===== src/rtl/referee_1.sv =====
// referee_1: four-to-one virtual-channel arbiter.
// Pops show-ahead VC FIFOs round-robin with a bounded burst per grant and
// pushes the popped words into one shared output FIFO, one cycle later.
module referee_1 #(
    parameter int LINE_SIZE = 12,
    parameter int BURST     = 4
) (
    input  logic                 clk,
    input  logic                 reset,
    input  logic [3:0]           empty_signal,
    input  logic                 almost_full_signal,
    input  logic [LINE_SIZE-1:0] data_in0,
    input  logic [LINE_SIZE-1:0] data_in1,
    input  logic [LINE_SIZE-1:0] data_in2,
    input  logic [LINE_SIZE-1:0] data_in3,
    output logic [3:0]           pop_signal,
    output logic                 push_signal,
    output logic [LINE_SIZE-1:0] data_out,
    output logic [1:0]           active_vc
);

    localparam logic [3:0] BURST_LIM = 4'(BURST);

    typedef enum logic {
        IDLE  = 1'b0,
        SERVE = 1'b1
    } state_t;

    state_t               state_q, state_d;
    logic [1:0]           last_vc_q, last_vc_d;
    logic [3:0]           burst_cnt_q, burst_cnt_d;
    logic                 push_q, push_d;
    logic [LINE_SIZE-1:0] data_q, data_d;
    logic [1:0]           vc_q, vc_d;

    logic [3:0]           eligible;
    logic [3:0]           pop_grant;
    logic [LINE_SIZE-1:0] data_in_arr [4];

    // Round-robin candidates: offset gi+1 from the last granted VC, so the
    // last candidate is the last VC itself (re-grant when it is the only one).
    logic [1:0]           cand [4];
    logic [3:0]           cand_ok;
    logic [1:0]           rr_pick;
    logic                 rr_found;

    assign eligible       = ~empty_signal;
    assign data_in_arr[0] = data_in0;
    assign data_in_arr[1] = data_in1;
    assign data_in_arr[2] = data_in2;
    assign data_in_arr[3] = data_in3;

    for (genvar gi = 0; gi < 4; gi++) begin : g_cand
        assign cand[gi]    = last_vc_q + 2'(gi + 1);
        assign cand_ok[gi] = eligible[cand[gi]];
    end

    // Pick the first eligible VC in rotation order after last_vc.
    always_comb begin
        rr_pick  = last_vc_q;
        rr_found = 1'b1;
        if (cand_ok[0]) begin
            rr_pick = cand[0];
        end else if (cand_ok[1]) begin
            rr_pick = cand[1];
        end else if (cand_ok[2]) begin
            rr_pick = cand[2];
        end else if (cand_ok[3]) begin
            rr_pick = cand[3];
        end else begin
            rr_found = 1'b0;
        end
    end

    // Grant FSM next-state: burst continuation, rotation and backpressure.
    always_comb begin
        state_d     = state_q;
        last_vc_d   = last_vc_q;
        burst_cnt_d = burst_cnt_q;
        pop_grant   = 4'b0000;
        case (state_q)
            IDLE: begin
                if (!almost_full_signal && rr_found) begin
                    pop_grant[rr_pick] = 1'b1;
                    last_vc_d          = rr_pick;
                    burst_cnt_d        = 4'd1;
                    state_d            = SERVE;
                end
            end
            SERVE: begin
                if (almost_full_signal) begin
                    // Burst count is kept; the next grant rotates anyway.
                    state_d = IDLE;
                end else if (eligible[last_vc_q] && (burst_cnt_q < BURST_LIM)) begin
                    pop_grant[last_vc_q] = 1'b1;
                    burst_cnt_d          = burst_cnt_q + 4'd1;
                end else if (rr_found) begin
                    pop_grant[rr_pick] = 1'b1;
                    last_vc_d          = rr_pick;
                    burst_cnt_d        = 4'd1;
                end else begin
                    state_d = IDLE;
                end
            end
            default: begin
                state_d = IDLE;
            end
        endcase
    end

    // Datapath next-state: capture the popped head word and its VC index.
    // Whenever a pop is granted, last_vc_d holds the popped VC.
    always_comb begin
        push_d = |pop_grant;
        data_d = data_q;
        vc_d   = vc_q;
        if (|pop_grant) begin
            data_d = data_in_arr[last_vc_d];
            vc_d   = last_vc_d;
        end
    end

    // All state and registered outputs, cleared asynchronously by reset.
    always_ff @(posedge clk or posedge reset) begin
        if (reset) begin
            state_q     <= IDLE;
            last_vc_q   <= 2'd3;
            burst_cnt_q <= 4'd0;
            push_q      <= 1'b0;
            data_q      <= '0;
            vc_q        <= 2'd0;
        end else begin
            state_q     <= state_d;
            last_vc_q   <= last_vc_d;
            burst_cnt_q <= burst_cnt_d;
            push_q      <= push_d;
            data_q      <= data_d;
            vc_q        <= vc_d;
        end
    end

    // Pop is combinational; gating with reset drops it in the reset cycle.
    assign pop_signal  = reset ? 4'b0000 : pop_grant;
    assign push_signal = push_q;
    assign data_out    = data_q;
    assign active_vc   = vc_q;

endmodule


===== config.mk =====
export PLATFORM = sky130hd
export DESIGN_NAME = referee_1
export DESIGN_NICKNAME = d
export VERILOG_FILES = /design/src/rtl/referee_1.sv
export SDC_FILE = /design/constraint.sdc
export NUM_CORES = 1
export LEC_CHECK = 0
export CORE_ASPECT_RATIO = 0.7
export CORE_MARGIN = 5
export CORE_UTILIZATION = 47
export CTS_CLUSTER_SIZE = 24
export DETAILED_ROUTE_END_ITERATION = 16
export PLACE_DENSITY = 0.86
export SYNTH_ARGS = -nofsm -noshare
export SYNTH_HDL_FRONTEND = slang
export SYNTH_SLANG_ARGS = --single-unit
export TNS_END_PERCENT = 1

===== constraint.sdc =====
create_clock -name clk -period 6.4 [get_ports clk]
set_input_delay 1.92 -clock clk [delete_from_list [all_inputs] [get_ports clk]]
set_output_delay 1.92 -clock clk [all_outputs]
set_load 0.02 [all_outputs]

==> results.sh, run 1 <==
export IMPL_worstPathBufferInverterCount=2
export IMPL_global_route_usage_total=0.201
export IMPL_dp_final_hpwl_mm=4.16
export IMPL_post_synthesis_share_of_cell_area_spent_on_xor_and_xnor_gates=0
export IMPL_antenna_cells=0
export IMPL_die_height_um=62.3
export IMPL_syn_num_nets=239
export IMPL_initial_utilization=0.477
export IMPL_leakage_nw=1.04
export IMPL_antenna_found_initial=0
export IMPL_cp_top_family="buffers and inverters"
export IMPL_synth_edff_count=0
export IMPL_total_power_w=0.00112
export IMPL_cp_end_kind="output pin"
export IMPL_synth_fa_ha_area_frac=0.0341
export IMPL_fin_setup_tns_ns=0
export IMPL_route_detailed_drc=0
export IMPL_timing_critical_path_slowest_cell_delay_ns=0.56
export IMPL_gpl_final_weighted_congestion=0.901
export IMPL_synth_compound_area_frac=0.367
export IMPL_unrepaired_setup_endpoints_after_global_routing="false"
export IMPL_grt_pass1_vias=1634
export IMPL_timing_worst_setup_path_type="in2out"
export IMPL_tritoncts_num_sinks=22
export IMPL_mostFrequentLayoutCell="sky130_fd_sc_hd__clkdlybuf4s50_1"
export IMPL_setup_viol=0
export IMPL_die_w_um=84.7
export IMPL_cts_buffers=3
export IMPL_initialDrtViolationCount=118
export IMPL_synth_async_reset_ratio=1.00
export IMPL_placedCellCount=298
export IMPL_crit_path_frequent_cell="sky130_fd_sc_hd__clkdlybuf4s50_1"
export IMPL_status="complete, no violations"
export IMPL_syn2layout_area_growth_pct=43.7
export IMPL_largest_driver_fanout_on_the_critical_path=5
export IMPL_synth_simple_gate_area_share=0.190
export IMPL_setup_reg_to_reg_worst_slack_ns=3.09
export IMPL_synth_top_family_by_area="compound AO/OA/AOI/OAI gates"
export IMPL_crit_chain="clkdlybuf4s50_1, mux4_2, or3_4, and2_4, and2_1, a22oi_1, nor2_1, clkdlybuf4s50_1"
export IMPL_slew_headroom=0.416
export IMPL_route_antenna_remaining_nets=0
export IMPL_final_cell_mix="73 x sky130_fd_sc_hd__clkdlybuf4s50_1, 27 x sky130_fd_sc_hd__and2_1, 21 x sky130_fd_sc_hd__a221oi_2, 20 x sky130_fd_sc_hd__dfrtp_1, 17 x sky130_fd_sc_hd__nand2_1"
export IMPL_yosys_cell_types_count=44
export IMPL_synth_area_per_cell_um2=10.3
export IMPL_critical_path_required_ns=4.48
export IMPL_cp_arrival_ns=4.43
export IMPL_firstDrtPassIters=4
export IMPL_max_freq_mhz=157
export IMPL_finalCritPeriodShare=0.993
export IMPL_post_synth_mux_area_share=0.0293
export IMPL_ctsRootBufferMaster="sky130_fd_sc_hd__clkbuf_8"
export IMPL_fp_coreArea_mm2=0.00385
export IMPL_synth_warnings=0
export IMPL_synth_top_flop_cell="sky130_fd_sc_hd__dfrtp_1"
export IMPL_syn_area_mm2=0.00184
export IMPL_slew_violations=0
export IMPL_io_pin_count=74
export IMPL_postCtsHoldBufs=0
export IMPL_grt_max_degree=27
export IMPL_finalWirelength_mm=5.48
export IMPL_slew_at_the_pin_with_the_worst_max_slew_slack_ns=0.876
export IMPL_post_cts_buffers=0
export IMPL_finalClockSkew_ns=0.00313
export IMPL_dieArea_mm2=0.00528
export IMPL_timing_final_crit_period_ns=6.35
export IMPL_power_density_over_cell_area_mw_per_mm2=424
export IMPL_synth_ff_latch_count=22
export IMPL_slowest_stage="sky130_fd_sc_hd__clkdlybuf4s50_1"
export IMPL_detail_route_wl_per_cell_um=18.1
export IMPL_hold_path_class="reg2reg"
export IMPL_final_net_count=311
export IMPL_syn_instance_count=179
export IMPL_grt_remaining_overflow=0
export IMPL_num_vias=1715
export IMPL_clock_tree_from_tritoncts="yes"
export IMPL_insertion_delay_ns=0.26
export IMPL_grt_pass1_wl_mm=8.48
export IMPL_avgViaCountPerCell=5.68
export IMPL_cts_root_to_sink_buffers=2
export IMPL_clock_tree_htree_level_count=1
export IMPL_placement_rows=19
export IMPL_start_kind="input port"
export IMPL_final_hold_viol_count=0
export IMPL_portBuffers=73
export IMPL_sequential_element_share_of_the_synthesized_area=0.301
export IMPL_cap_viol_max_count=0
export IMPL_final_cells=302
export IMPL_proportion_of_layout_cells_with_a_drive_suffix_above_1=0.220
export IMPL_postCtsResizedCells=0
export IMPL_power_ir_vdd_worst_mv=0.204
export IMPL_clkSlewWorstSetupHoldPaths_ns=0.08
## per-layer routing
layer | up-vias | track usage | routed length, um
li1 | 828 | - | -
met1 | 821 | 0.282 | 2440
met2 | 57 | 0.311 | 2590
met3 | 9 | 0.0423 | 319
met4 | 0 | 0.0632 | 119
met5 | - | 0 | 0
## worst reg2reg max path: cells and delay by family (launching register included)
family,cells,cell delay (ns)
compound gates,4,1.47
fa+ha+maj,1,0.42
buf+inv,1,0.15
flops,1,0.70
simple gates,1,0.42
## logic make-up after synthesis
kind of cell | Yosys count
compound gates | 63
simple gates | 63
buf+inv | 22
flops | 22
fa+ha+maj | 5
mux | 4
## flip-flops by register name, summed over array words and instances (netlist names)
signal / count
push_signal: 1
state_q: 1
last_vc_q: 2
active_vc: 2
data_out: 12
burst_cnt_q: 4
## stage by stage
step	utilization	hold slack, ns	setup slack, ns	cell area [um^2]
2_1_floorplan	-	0.446	0.943	1840
3_3_place_gp	0.672	0.460	0.207	2590
3_5_place_dp	0.672	0.472	0.0744	2590
4_1_cts	0.684	0.489	0.0164	2630
5_1_grt	0.686	0.520	0.00926	2640
6_report	0.686	0.488	0.0467	2640
## synthesized netlist by cell type, drive strengths merged (2+ instances only)
master	instances	share of area
a2111oi	2	0.010
a21oi	5	0.014
a221oi	24	0.19
a22o	2	0.0095
a22oi	4	0.016
a2bb2oi	2	0.0095
and2	28	0.097
buf	11	0.053
clkbuf	3	0.0061
dfrtp	20	0.27
dfstp	2	0.029
ha	5	0.034
inv	7	0.014
mux2i	2	0.011
nand2	18	0.038
nand2b	2	0.0068
nor2	8	0.016
o21ai	6	0.018
o31ai	13	0.078
## where the power goes
part / switching, W / internal (W) / leakage (nW) / total, W
Sequential: 0.0000530 / 0.000202 / 0.266 / 0.000255
Combinational: 0.000440 / 0.000337 / 0.755 / 0.000777
Clock: 0.0000436 / 0.0000444 / 0.0228 / 0.0000880
## layout make-up
type	instances	area, um^2
multi-input combinational	135	1150
sequential	22	553
tap	52	65.1
timing repair buffer	81	791
fill	308	1210
clock buffer	4	45.0
inverter	8	35.0
## path summary, 6_finish.rpt
path | startpoint | endpoint | cells past startpoint
hold reg to reg | data_out[10] | data_out[10] | 2
setup / recovery | empty_signal[0] | pop_signal[2] | 8
min in group asynchronous | reset | state_q | 2
hold / removal | data_out[10] | data_out[10] | 2
setup reg to reg | last_vc_q[0] | data_out[10] | 7
max in group asynchronous | reset | data_out[0] | 2
Power figures use the tool's default switching activity.
==> run 2: changes to the inputs <==
ABC_CLOCK_PERIOD_IN_PS = 6400   (was not set)
GPL_TIMING_DRIVEN = 0   (was not set)
==> results.sh, run 2 (synthesis results as in run 1) <==
export IMPL_status="complete, no violations"
export IMPL_grt_pass1_wl_mm=8.69
export IMPL_final_net_count=316
export IMPL_setup_viol=0
export IMPL_start_kind="input port"
export IMPL_fp_coreArea_mm2=0.00385
export IMPL_proportion_of_layout_cells_with_a_drive_suffix_above_1=0.224
export IMPL_dp_final_hpwl_mm=4.23
export IMPL_initial_utilization=0.477
export IMPL_finalWirelength_mm=5.40
export IMPL_antenna_cells=0
export IMPL_internal_power_w=0.000654
export IMPL_placedCellCount=303
export IMPL_num_vias=1730
export IMPL_final_cell_mix="68 x sky130_fd_sc_hd__clkdlybuf4s50_1, 27 x sky130_fd_sc_hd__and2_1, 21 x sky130_fd_sc_hd__a221oi_2, 20 x sky130_fd_sc_hd__dfrtp_1, 17 x sky130_fd_sc_hd__nand2_1"
export IMPL_clkSlewWorstSetupHoldPaths_ns=0.08
export IMPL_unrepaired_setup_endpoints_after_global_routing="false"
export IMPL_antenna_found_initial=0
export IMPL_route_detailed_drc=0
export IMPL_die_w_um=84.7
export IMPL_placement_rows=19
export IMPL_portBuffers=72
export IMPL_clock_tree_htree_level_count=1
export IMPL_share_of_power_burned_in_combinational_logic=0.690
export IMPL_slew_at_the_pin_with_the_worst_max_slew_slack_ns=0.859
export IMPL_largest_reg_flops=12
export IMPL_route_antenna_remaining_nets=0
export IMPL_syn2layout_area_growth_pct=47.6
export IMPL_critical_path_required_ns=4.48
export IMPL_post_cts_buffers=0
export IMPL_insertion_delay_ns=0.27
export IMPL_timing_final_crit_period_ns=6.02
export IMPL_avgViaCountPerCell=5.64
export IMPL_grt_max_degree=23
export IMPL_die_height_um=62.3
export IMPL_fin_worst_hold_slack_ns=0.479
export IMPL_clock_power_share=0.111
export IMPL_cp_arrival_ns=4.10
export IMPL_switching_part_of_the_total=0.452
export IMPL_cts_root_to_sink_buffers=2
export IMPL_finalClockSkew_ns=0.00143
export IMPL_hold_path_class="reg2reg"
export IMPL_detail_route_wl_per_cell_um=17.6
export IMPL_power_density_over_cell_area_mw_per_mm2=440
export IMPL_slew_headroom=0.427
export IMPL_netSwitchingPower_w=0.000540
export IMPL_dieArea_mm2=0.00528
export IMPL_final_cells=307
export IMPL_max_freq_mhz=166
export IMPL_post_route_util=0.704
export IMPL_timing_worst_setup_path_type="in2out"
export IMPL_clock_tree_from_tritoncts="yes"
export IMPL_power_frac_seq=0.199
export IMPL_grt_remaining_overflow=0
export IMPL_slew_violations=0
export IMPL_tritoncts_num_sinks=22
export IMPL_mostFrequentLayoutCell="sky130_fd_sc_hd__clkdlybuf4s50_1"
export IMPL_cts_buffers=3
export IMPL_gpl_final_weighted_congestion=0.879
export IMPL_ctsRootBufferMaster="sky130_fd_sc_hd__clkbuf_8"
export IMPL_grt_pass1_vias=1738
export IMPL_global_route_usage_total=0.204
export IMPL_largest_driver_fanout_on_the_critical_path=8
export IMPL_finalCritPeriodShare=0.940
export IMPL_power_ir_vdd_worst_mv=0.240
export IMPL_cp_end_kind="output pin"
export IMPL_cap_viol_max_count=0
export IMPL_final_hold_viol_count=0
export IMPL_initialDrtViolationCount=146
export IMPL_firstDrtPassIters=4
export IMPL_leakage_nw=1.12
export IMPL_io_pin_count=74
==> run 2: cell count changes in the layout (fill, tap and decap cells not counted), sizes merged <==
cell and delta:
dlymetal6s2s +4, buf +3, clkdlybuf4s50 -5, clkbuf +2, bufinv +1
==> run 2: cell type report <==
class | count | area [um^2]
Inverter | 8 | 35.0
Timing Repair Buffer | 72 | 731
Clock inverter | 1 | 30.0
Tap cell | 52 | 65.1
Sequential cell | 22 | 553
Buffer | 14 | 109
Fill cell | 304 | 1140
Multi-Input combinational cell | 135 | 1150
Clock buffer | 3 | 41.3
==> run 2: worst max-delay path: stages <==
cell and delay (ns):
sky130_fd_sc_hd__dlymetal6s2s_1 0.22, sky130_fd_sc_hd__mux4_2 0.47, sky130_fd_sc_hd__or3_4 0.38, sky130_fd_sc_hd__and2_4 0.19
sky130_fd_sc_hd__and2_1 0.14, sky130_fd_sc_hd__a22oi_1 0.18, sky130_fd_sc_hd__nor2_1 0.06, sky130_fd_sc_hd__clkdlybuf4s50_1 0.53
==> run 2: what timing repair did <==
item	in CTS	in global routing
setup endpoints to repair	4	4
resized for setup	2	4
hold buffers	0	0
hold endpoints to repair	0	0
==> run 2: power by group through the flow <==
stage               Clock [W]  Sequential, W  Combinational (W)
global placement            0       0.000237           0.000803
CTS                  0.000133       0.000237           0.000822
finish               0.000132       0.000237           0.000824
floorplan                   0       0.000291           0.000510
detailed placement          0       0.000240           0.000813
global route         0.000139       0.000245           0.000883
==> run 2: routing by layer <==
metal  routed length (um)  GRT usage  vias up
met5                    0          0        -
met3                  341     0.0330       12
li1                     -          -      834
met4                  131     0.0632        0
met1                 2410      0.295      815
met2                 2510      0.310       69
==> run 2: worst paths after layout <==
kind	cells after the start	startpoint	slack, ns	endpoint
max in group asynchronous	2	reset	3.64	data_out[4]
hold reg to reg	1	burst_cnt_q[0]	0.48	burst_cnt_q[0]
hold / removal	1	burst_cnt_q[0]	0.48	burst_cnt_q[0]
setup reg to reg	10	last_vc_q[0]	3.21	data_out[10]
setup / recovery	8	empty_signal[2]	0.38	pop_signal[2]
min in group asynchronous	2	reset	2.23	data_out[7]
==> run 2: stage by stage <==
step | area (um^2) | TNS [ns] | setup slack [ns] | total power (W)
finish | 2710 | 0 | 0.382 | 0.00119
global route | 2710 | 0 | 0.316 | 0.00127
global placement | 2620 | -0.380 | -0.105 | 0.00104
detailed placement | 2620 | -0.602 | -0.179 | 0.00105
floorplan | 1840 | 0 | 0.943 | 0.000801
CTS | 2700 | 0 | 0.0203 | 0.00119
